[src/rtl/pipe_hazard_ctrl.sv]
// pipe_hazard_ctrl: stall/flush sequencer sitting beside decode.
// Handles load-use bubbles, redirect flush windows with a branch shadow,
// and a global freeze (HLT) while data memory is busy, with a timeout flag.
// Optional performance counters are enabled with `define HAZARD_PERF_CNT_EN.
module pipe_hazard_ctrl #(
   parameter int FLUSH_CYCLES = 2,
   parameter int BUSY_TIMEOUT = 15
) (
   input  logic        CLK,
   input  logic        RESN,
   input  logic        MEM_BUSY,
   input  logic        BR_TAKEN,
   input  logic        EX_REDIRECT,
   input  logic [31:0] IF_ID_inst,
   input  logic [31:0] ID_EX_inst,
   input  logic [4:0]  ID_EX_rd,
   output logic        HLT,
   output logic        STALL_IF,
   output logic        FLUSH_ID,
   output logic        FLUSH_IF,
   output logic        BR_SHADOW,
   output logic        ERR
`ifdef HAZARD_PERF_CNT_EN
   ,
   output logic [31:0] LU_CNT,
   output logic [31:0] FLUSH_CNT,
   output logic [31:0] HLT_CNT
`endif
);

   localparam logic [6:0] OP_LOAD  = 7'b0000011;
   localparam logic [6:0] OP_LUI   = 7'b0110111;
   localparam logic [6:0] OP_AUIPC = 7'b0010111;
   localparam logic [6:0] OP_JAL   = 7'b1101111;
   localparam logic [6:0] OP_BCC   = 7'b1100011;
   localparam logic [6:0] OP_SCC   = 7'b0100011;
   localparam logic [6:0] OP_RCC   = 7'b0110011;

   localparam logic [3:0] FC_RELOAD = 4'(FLUSH_CYCLES - 1);
   localparam logic [7:0] TIMEOUT   = 8'(BUSY_TIMEOUT);

   typedef enum logic [1:0] {RUN, REDIR, MWAIT} state_t;

   state_t      state, state_nxt, saved, saved_nxt, eff;
   logic [3:0]  fcnt, fcnt_nxt;
   logic [7:0]  bcnt, bcnt_nxt;
   logic        err_q, err_nxt;
   logic        lu, rd_req, lu_stall, redir_evt;
   logic [6:0]  if_op;
   logic [4:0]  rs1, rs2;
   logic        uses_rs1, uses_rs2;
   logic        unused_bits;

   assign if_op       = IF_ID_inst[6:0];
   assign rs1         = IF_ID_inst[19:15];
   assign rs2         = IF_ID_inst[24:20];
   assign unused_bits = ^{IF_ID_inst[31:25], IF_ID_inst[14:7], ID_EX_inst[31:7]};

   // Load-use detection against the instruction in decode
   always_comb begin
      uses_rs1 = !(if_op == OP_LUI || if_op == OP_AUIPC || if_op == OP_JAL);
      uses_rs2 = (if_op == OP_BCC || if_op == OP_SCC || if_op == OP_RCC);
      lu = (ID_EX_inst[6:0] == OP_LOAD) && (ID_EX_rd != 5'd0) &&
           (((ID_EX_rd == rs1) && uses_rs1) || ((ID_EX_rd == rs2) && uses_rs2));
      rd_req = BR_TAKEN | EX_REDIRECT;
   end

   // Next-state and output decode; a memory stall overrides everything else
   always_comb begin
      HLT       = 1'b0;
      STALL_IF  = 1'b0;
      FLUSH_ID  = 1'b0;
      FLUSH_IF  = 1'b0;
      BR_SHADOW = 1'b0;
      lu_stall  = 1'b0;
      redir_evt = 1'b0;
      state_nxt = state;
      saved_nxt = saved;
      fcnt_nxt  = fcnt;
      bcnt_nxt  = bcnt;
      err_nxt   = err_q;
      // leaving MWAIT resumes the frozen state in the same cycle
      eff = (state == MWAIT) ? saved : state;
      if (MEM_BUSY) begin
         HLT = 1'b1;
         if (state != MWAIT) begin
            saved_nxt = state;
            state_nxt = MWAIT;
         end else begin
            if (bcnt != 8'hFF) bcnt_nxt = bcnt + 8'd1;
            if (bcnt_nxt >= TIMEOUT) err_nxt = 1'b1;
         end
      end else begin
         bcnt_nxt  = 8'd0;
         state_nxt = eff;
         case (eff)
            REDIR: begin
               FLUSH_IF  = 1'b1;
               BR_SHADOW = 1'b1;
               if (fcnt <= 4'd1) begin
                  state_nxt = RUN;
                  fcnt_nxt  = 4'd0;
               end else begin
                  fcnt_nxt = fcnt - 4'd1;
               end
            end
            default: begin
               if (rd_req) begin
                  // redirect wins over a coincident load-use
                  FLUSH_IF  = 1'b1;
                  FLUSH_ID  = EX_REDIRECT | lu;
                  redir_evt = 1'b1;
                  if (FLUSH_CYCLES > 1) begin
                     state_nxt = REDIR;
                     fcnt_nxt  = FC_RELOAD;
                  end
               end else if (lu) begin
                  STALL_IF = 1'b1;
                  FLUSH_ID = 1'b1;
                  lu_stall = 1'b1;
               end
            end
         endcase
      end
      ERR = err_nxt;
   end

   // State, saved context and counters
   always_ff @(posedge CLK or negedge RESN) begin
      if (!RESN) begin
         state <= RUN;
         saved <= RUN;
         fcnt  <= 4'd0;
         bcnt  <= 8'd0;
         err_q <= 1'b0;
      end else begin
         state <= state_nxt;
         saved <= saved_nxt;
         fcnt  <= fcnt_nxt;
         bcnt  <= bcnt_nxt;
         err_q <= err_nxt;
      end
   end

`ifdef HAZARD_PERF_CNT_EN
   // Free-running event counters, wrapping modulo 2^32
   always_ff @(posedge CLK or negedge RESN) begin
      if (!RESN) begin
         LU_CNT    <= 32'd0;
         FLUSH_CNT <= 32'd0;
         HLT_CNT   <= 32'd0;
      end else begin
         if (lu_stall)  LU_CNT    <= LU_CNT + 32'd1;
         if (redir_evt) FLUSH_CNT <= FLUSH_CNT + 32'd1;
         if (HLT)       HLT_CNT   <= HLT_CNT + 32'd1;
      end
   end
`endif

endmodule

[config.mk]
export PLATFORM = sky130hd
export DESIGN_NAME = pipe_hazard_ctrl
export DESIGN_NICKNAME = d
export VERILOG_FILES = /design/src/rtl/pipe_hazard_ctrl.sv
export SDC_FILE = /design/constraint.sdc
export NUM_CORES = 1
export LEC_CHECK = 0
export CAP_MARGIN = 20
export CORE_ASPECT_RATIO = 2
export CORE_MARGIN = 2
export CORE_UTILIZATION = 30
export CTS_CLUSTER_SIZE = 30
export DETAILED_ROUTE_END_ITERATION = 8
export PLACE_DENSITY_LB_ADDON = 0.12
export SLEW_MARGIN = 20
export SYNTH_ARGS = -nofsm -noshare
export SYNTH_HDL_FRONTEND = slang
export SYNTH_SLANG_ARGS = --single-unit
[constraint.sdc]
create_clock -name CLK -period 1.9 [get_ports CLK]
set_clock_uncertainty 0.05 [all_clocks]
set_input_delay 0.475 -clock CLK [delete_from_list [all_inputs] [get_ports CLK]]
set_output_delay 0.475 -clock CLK [all_outputs]
set_load 0.03 [all_outputs]
==> results_tabular.tex <==
\begin{tabular}{lr}
\hline
Metric & Value \\
\hline
\multicolumn{2}{l}{\textbf{Setup path}} \\
\quad Startpoint type of the worst setup path & primary input \\
\quad Reg2Reg Depth & 6 \\
\quad Worst Path Arrival & around 1.8 ns \\
\quad Critical-path top delay cell & sky130\_fd\_sc\_hd\_\_or4\_4 \\
\quad Worst reg-to-reg setup slack & between 0.15 and 0.2 ns \\
\quad Startpoint of the lowest-slack register-to-register path & bcnt[0]\$\_DFFE\_PN0N\_ \\
\quad Chain of cells forming the critical path & buf\_6 > xnor2\_2 > nand3\_1 > or4\_4 > a211oi\_4 > buf\_6 \\
\quad Buffers plus inverters on the worst setup path & 2 \\
\quad Class of the most critical setup path & primary input to output pin \\
\quad Sort of element at the end of the critical path & output pin \\
\quad End of the worst register-to-register path & bcnt[3]\$\_DFFE\_PN0N\_ \\
\quad Crit-path max FO & 2 \\
\quad Peak per-stage delay on the critical path & between 0.5 and 0.6 ns \\
\quad Cell mode on critical path & sky130\_fd\_sc\_hd\_\_buf\_6 \\
\quad Top Family by Delay on Critical Path & simple AND/OR/NAND/NOR gates \\
\quad Required time reported for the critical path endpoint & between 1 and 1.5 ns \\
\multicolumn{2}{l}{\textbf{Placement}} \\
\quad Placer's final routability congestion estimate & $\sim$0.74 \\
\quad Port Buf Inserts & 39 \\
\quad Number of placed instances, taps included & $\sim$250 \\
\quad Placed Area & approximately 1900 um2 \\
\quad Total half-perimeter wirelength after legalization and detailed placement & roughly 3100 um \\
\multicolumn{2}{l}{\textbf{STA}} \\
\quad Time the final worst path needs with I/O delays and setup & 2.31 ns \\
\quad Number of hold violations in the final report & 0 \\
\quad Setup slack after layout & -0.407 ns \\
\quad Worst slew margin relative to its limit & 0.772 \\
\quad Total count of max-transition violations in the final report & 0 \\
\quad Timing-limited maximum frequency & roughly 430 MHz \\
\quad Unrepaired setup endpoints after global routing & yes \\
\quad Transition time of the tightest slew-check pin & around 0.34 ns \\
\quad Setup violation total in the final timing report & 4 \\
\quad Final Cycle Share & 1.21 \\
\quad Summed negative setup slack over all endpoints & -1.13 ns \\
\multicolumn{2}{l}{\textbf{Drt}} \\
\quad Drc violations & 0 \\
\quad Total number of vias & between 1000 and 1500 \\
\quad Routed vias/inst & between 5 and 6 \\
\quad Average wire per cell in the routed design & 15.1 um \\
\quad Overall routed net length & $\sim$4000 um \\
\quad First-pass detailed-route iteration total & 4 \\
\quad ANT nets after route & 0 \\
\quad Initial drt markers & 17 \\
\multicolumn{2}{l}{\textbf{Global route}} \\
\quad Total global-route track usage & 0.181 \\
\quad Congestion Overflow GR & 0 \\
\quad Vias in the first global route & approximately 1500 \\
\quad Global-route wire length before repair & between 6000 and 7000 um \\
\quad Number of antenna violations at the first check in global routing & 0 \\
\quad Maximum number of pins on one net before global-route repair & 18 \\
\multicolumn{2}{l}{\textbf{CTS}} \\
\quad CTS tree & yes \\
\quad Total number of H-tree levels & 1 \\
\quad Worst-path clk slew & roughly 0.07 ns \\
\quad CTS Buf Count & 3 \\
\quad CTS Buffer Depth & 2 \\
\quad CTS root buffer & sky130\_fd\_sc\_hd\_\_clkbuf\_8 \\
\quad Number of sinks on the clock net & 17 \\
\quad Insertion delay to the later sink of the worst-skew pair & 0.26 ns \\
\multicolumn{2}{l}{\textbf{Logic synthesis}} \\
\quad Commonest register cell after synthesis & sky130\_fd\_sc\_hd\_\_dfrtp\_1 \\
\quad Fraction of registers with async set/reset & 1.00 \\
\quad Cell variety after synth & 48 \\
\quad Number of synthesized flops with an enable pin & 0 \\
\quad Post-synthesis cell count & approximately 140 \\
\quad \#FFs+latches synth & 17 \\
\quad Synth Cell Area & between 1000 and 1500 um2 \\
\quad Synthesized netlist net count & approximately 220 \\
\quad Average cell area after synthesis & 8.85 um2 \\
\quad Total of warnings raised by yosys & 0 \\
\quad Register area share after synthesis & 0.348 \\
\multicolumn{2}{l}{\textbf{Pwr}} \\
\quad Total power & 0.00131 W \\
\quad Worst-case vdd ir drop & 454 uV \\
\quad Lkg Pwr & 0.971 nW \\
\quad Power density of the placed cells & 602 nW/um2 \\
\multicolumn{2}{l}{\textbf{Die}} \\
\quad Top-Level Pins & 80 \\
\quad Starting density of the core & 0.314 \\
\quad Die Footprint & about 4600 um2 \\
\quad Core region area & around 3900 um2 \\
\quad Die X-Extent & between 40 and 50 um \\
\quad Chip height & between 90 and 100 um \\
\quad Row count & 32 \\
\multicolumn{2}{l}{\textbf{Layout}} \\
\quad Number of cells in the finished layout apart from fillers & roughly 260 \\
\quad Post-route cell area & 2180 um2 \\
\quad Total Nets Final & between 200 and 300 \\
\quad Area growth, synth to finish & 78.4\% \\
\quad Post-layout util & 0.561 \\
\quad Number of antenna cells inserted & 0 \\
\quad Fraction of final layout cells with drive strength greater than 1 & 0.451 \\
\multicolumn{2}{l}{\textbf{Outcome}} \\
\quad Run status & finished, violations left \\
\quad Failing checks & negative setup slack \\
\multicolumn{2}{l}{\textbf{Run}} \\
\quad Count of maximum capacitance violations & 0 \\
\multicolumn{2}{l}{\textbf{Hold path}} \\
\quad Worst hold path class & primary input to asynchronous set/reset pin \\
\hline
\end{tabular}
[sequential cells by signal, indices dropped and copies added (netlist names)]
signal and flops:
bcnt 8, fcnt 4, saved 2, state 2
err_q 1
[cells by family (layout without fill, tap and decap cells)]
logic type | after synthesis | after routing | share of synthesized area
mux | 3 | 3 | 0.0246
simple gates | 57 | 57 | 0.252
xor+xnor | 11 | 11 | 0.0850
compound gates | 34 | 34 | 0.213
flops | 17 | 17 | 0.348
buf+inv | 13 | 88 | 0.0461
fa+ha+maj | 3 | 3 | 0.0307
[cell type report]
cell class,count,area (um2)
fill,379,1710
tap,51,63.8
clock inverter,1,5.00
timing repair buffer,77,658
sequential,17,428
multi-input combinational,108,956
clock buffer,3,41.3
inverter,7,26.3
[power breakdown]
group	leakage [nW]	switching [W]	internal, W
Combinational	0.723	0.000270	0.000302
Sequential	0.223	0.0000520	0.000410
Clock	0.0255	0.000132	0.000146
Total	0.971	0.000454	0.000858
[metrics by stage]
stage | setup slack, ns | hold slack, ns
CTS | -0.525 | 0.495
global placement | -0.854 | 0.468
global route | -0.448 | 0.528
finish | -0.407 | 0.494
floorplan | -0.258 | 0.129
detailed placement | -0.868 | 0.484
[synthesized netlist by cell type, drive strengths merged, types with 2 or more instances]
master    n  area (um2)
o21ai     4        20.0
inv       6        22.5
nor4b     2        17.5
nand2     9        33.8
o2111ai   2        17.5
o21a      2        15.0
nand3b    2        15.0
buf       4        22.5
ha        3        37.5
a21oi     5        25.0
nor3      5        25.0
nor2b     6        37.5
and2      2        12.5
xnor2     6        52.6
dfrtp    17         425
a31oi     3        18.8
nand3     4        20.0
or4       2        18.8
nand4     5        31.3
o311ai    2        17.5
mux2i     3        30.0
a211oi    3        27.5
a311oi    2        17.5
and3      2        12.5
xor2      5        51.3
o211ai    2        15.0
nand2b    2        12.5
nor2     13        48.8
clkbuf    2        7.51
[cell usage in the layout (no fill, tap or decap), drive strengths merged, types with 3 or more instances in the layout]
cell | netlist | routed
buf | 4 | 53
dfrtp | 17 | 17
nor2 | 13 | 13
clkbuf | 2 | 11
nand2 | 9 | 9
inv | 6 | 6
dlymetal6s2s | 0 | 6
nor2b | 6 | 6
xnor2 | 6 | 6
nor3 | 5 | 5
nand4 | 5 | 5
dlygate4sd2 | 0 | 5
a21oi | 5 | 5
xor2 | 5 | 5
nand3 | 4 | 4
o21ai | 4 | 4
mux2i | 3 | 3
clkdlybuf4s50 | 0 | 3
a31oi | 3 | 3
a211oi | 3 | 3
ha | 3 | 3
[routing by layer]
metal	vias to the layer above	GRT usage	routed length (um)
li1	658	-	-
met1	643	0.168	1300
met2	35	0.369	2390
met3	11	0.0271	149
met4	0	0.0786	144
met5	-	0	0
[worst max-delay path by stage]
stage              startpoint       end  slack (ns)  depth (start not counted)
2_1_floorplan     ID_EX_rd[1]  STALL_IF       -0.26                          4
4_1_cts        IF_ID_inst[20]  STALL_IF       -0.53                          6
5_1_grt        IF_ID_inst[21]  STALL_IF       -0.45                          6
6_report       IF_ID_inst[21]  STALL_IF       -0.41                          6
3_3_place_gp      EX_REDIRECT  FLUSH_IF       -0.85                          5
3_5_place_dp      ID_EX_rd[1]  STALL_IF       -0.87                          6
[repair_timing]
item                       CTS  global route
hold buffers                 0             0
cloned                       0             0
pin swaps                   22            18
setup endpoints to repair    6             5
setup buffers                5             3
gates resized for setup     82            46
(Power assumes the default switching activity.)
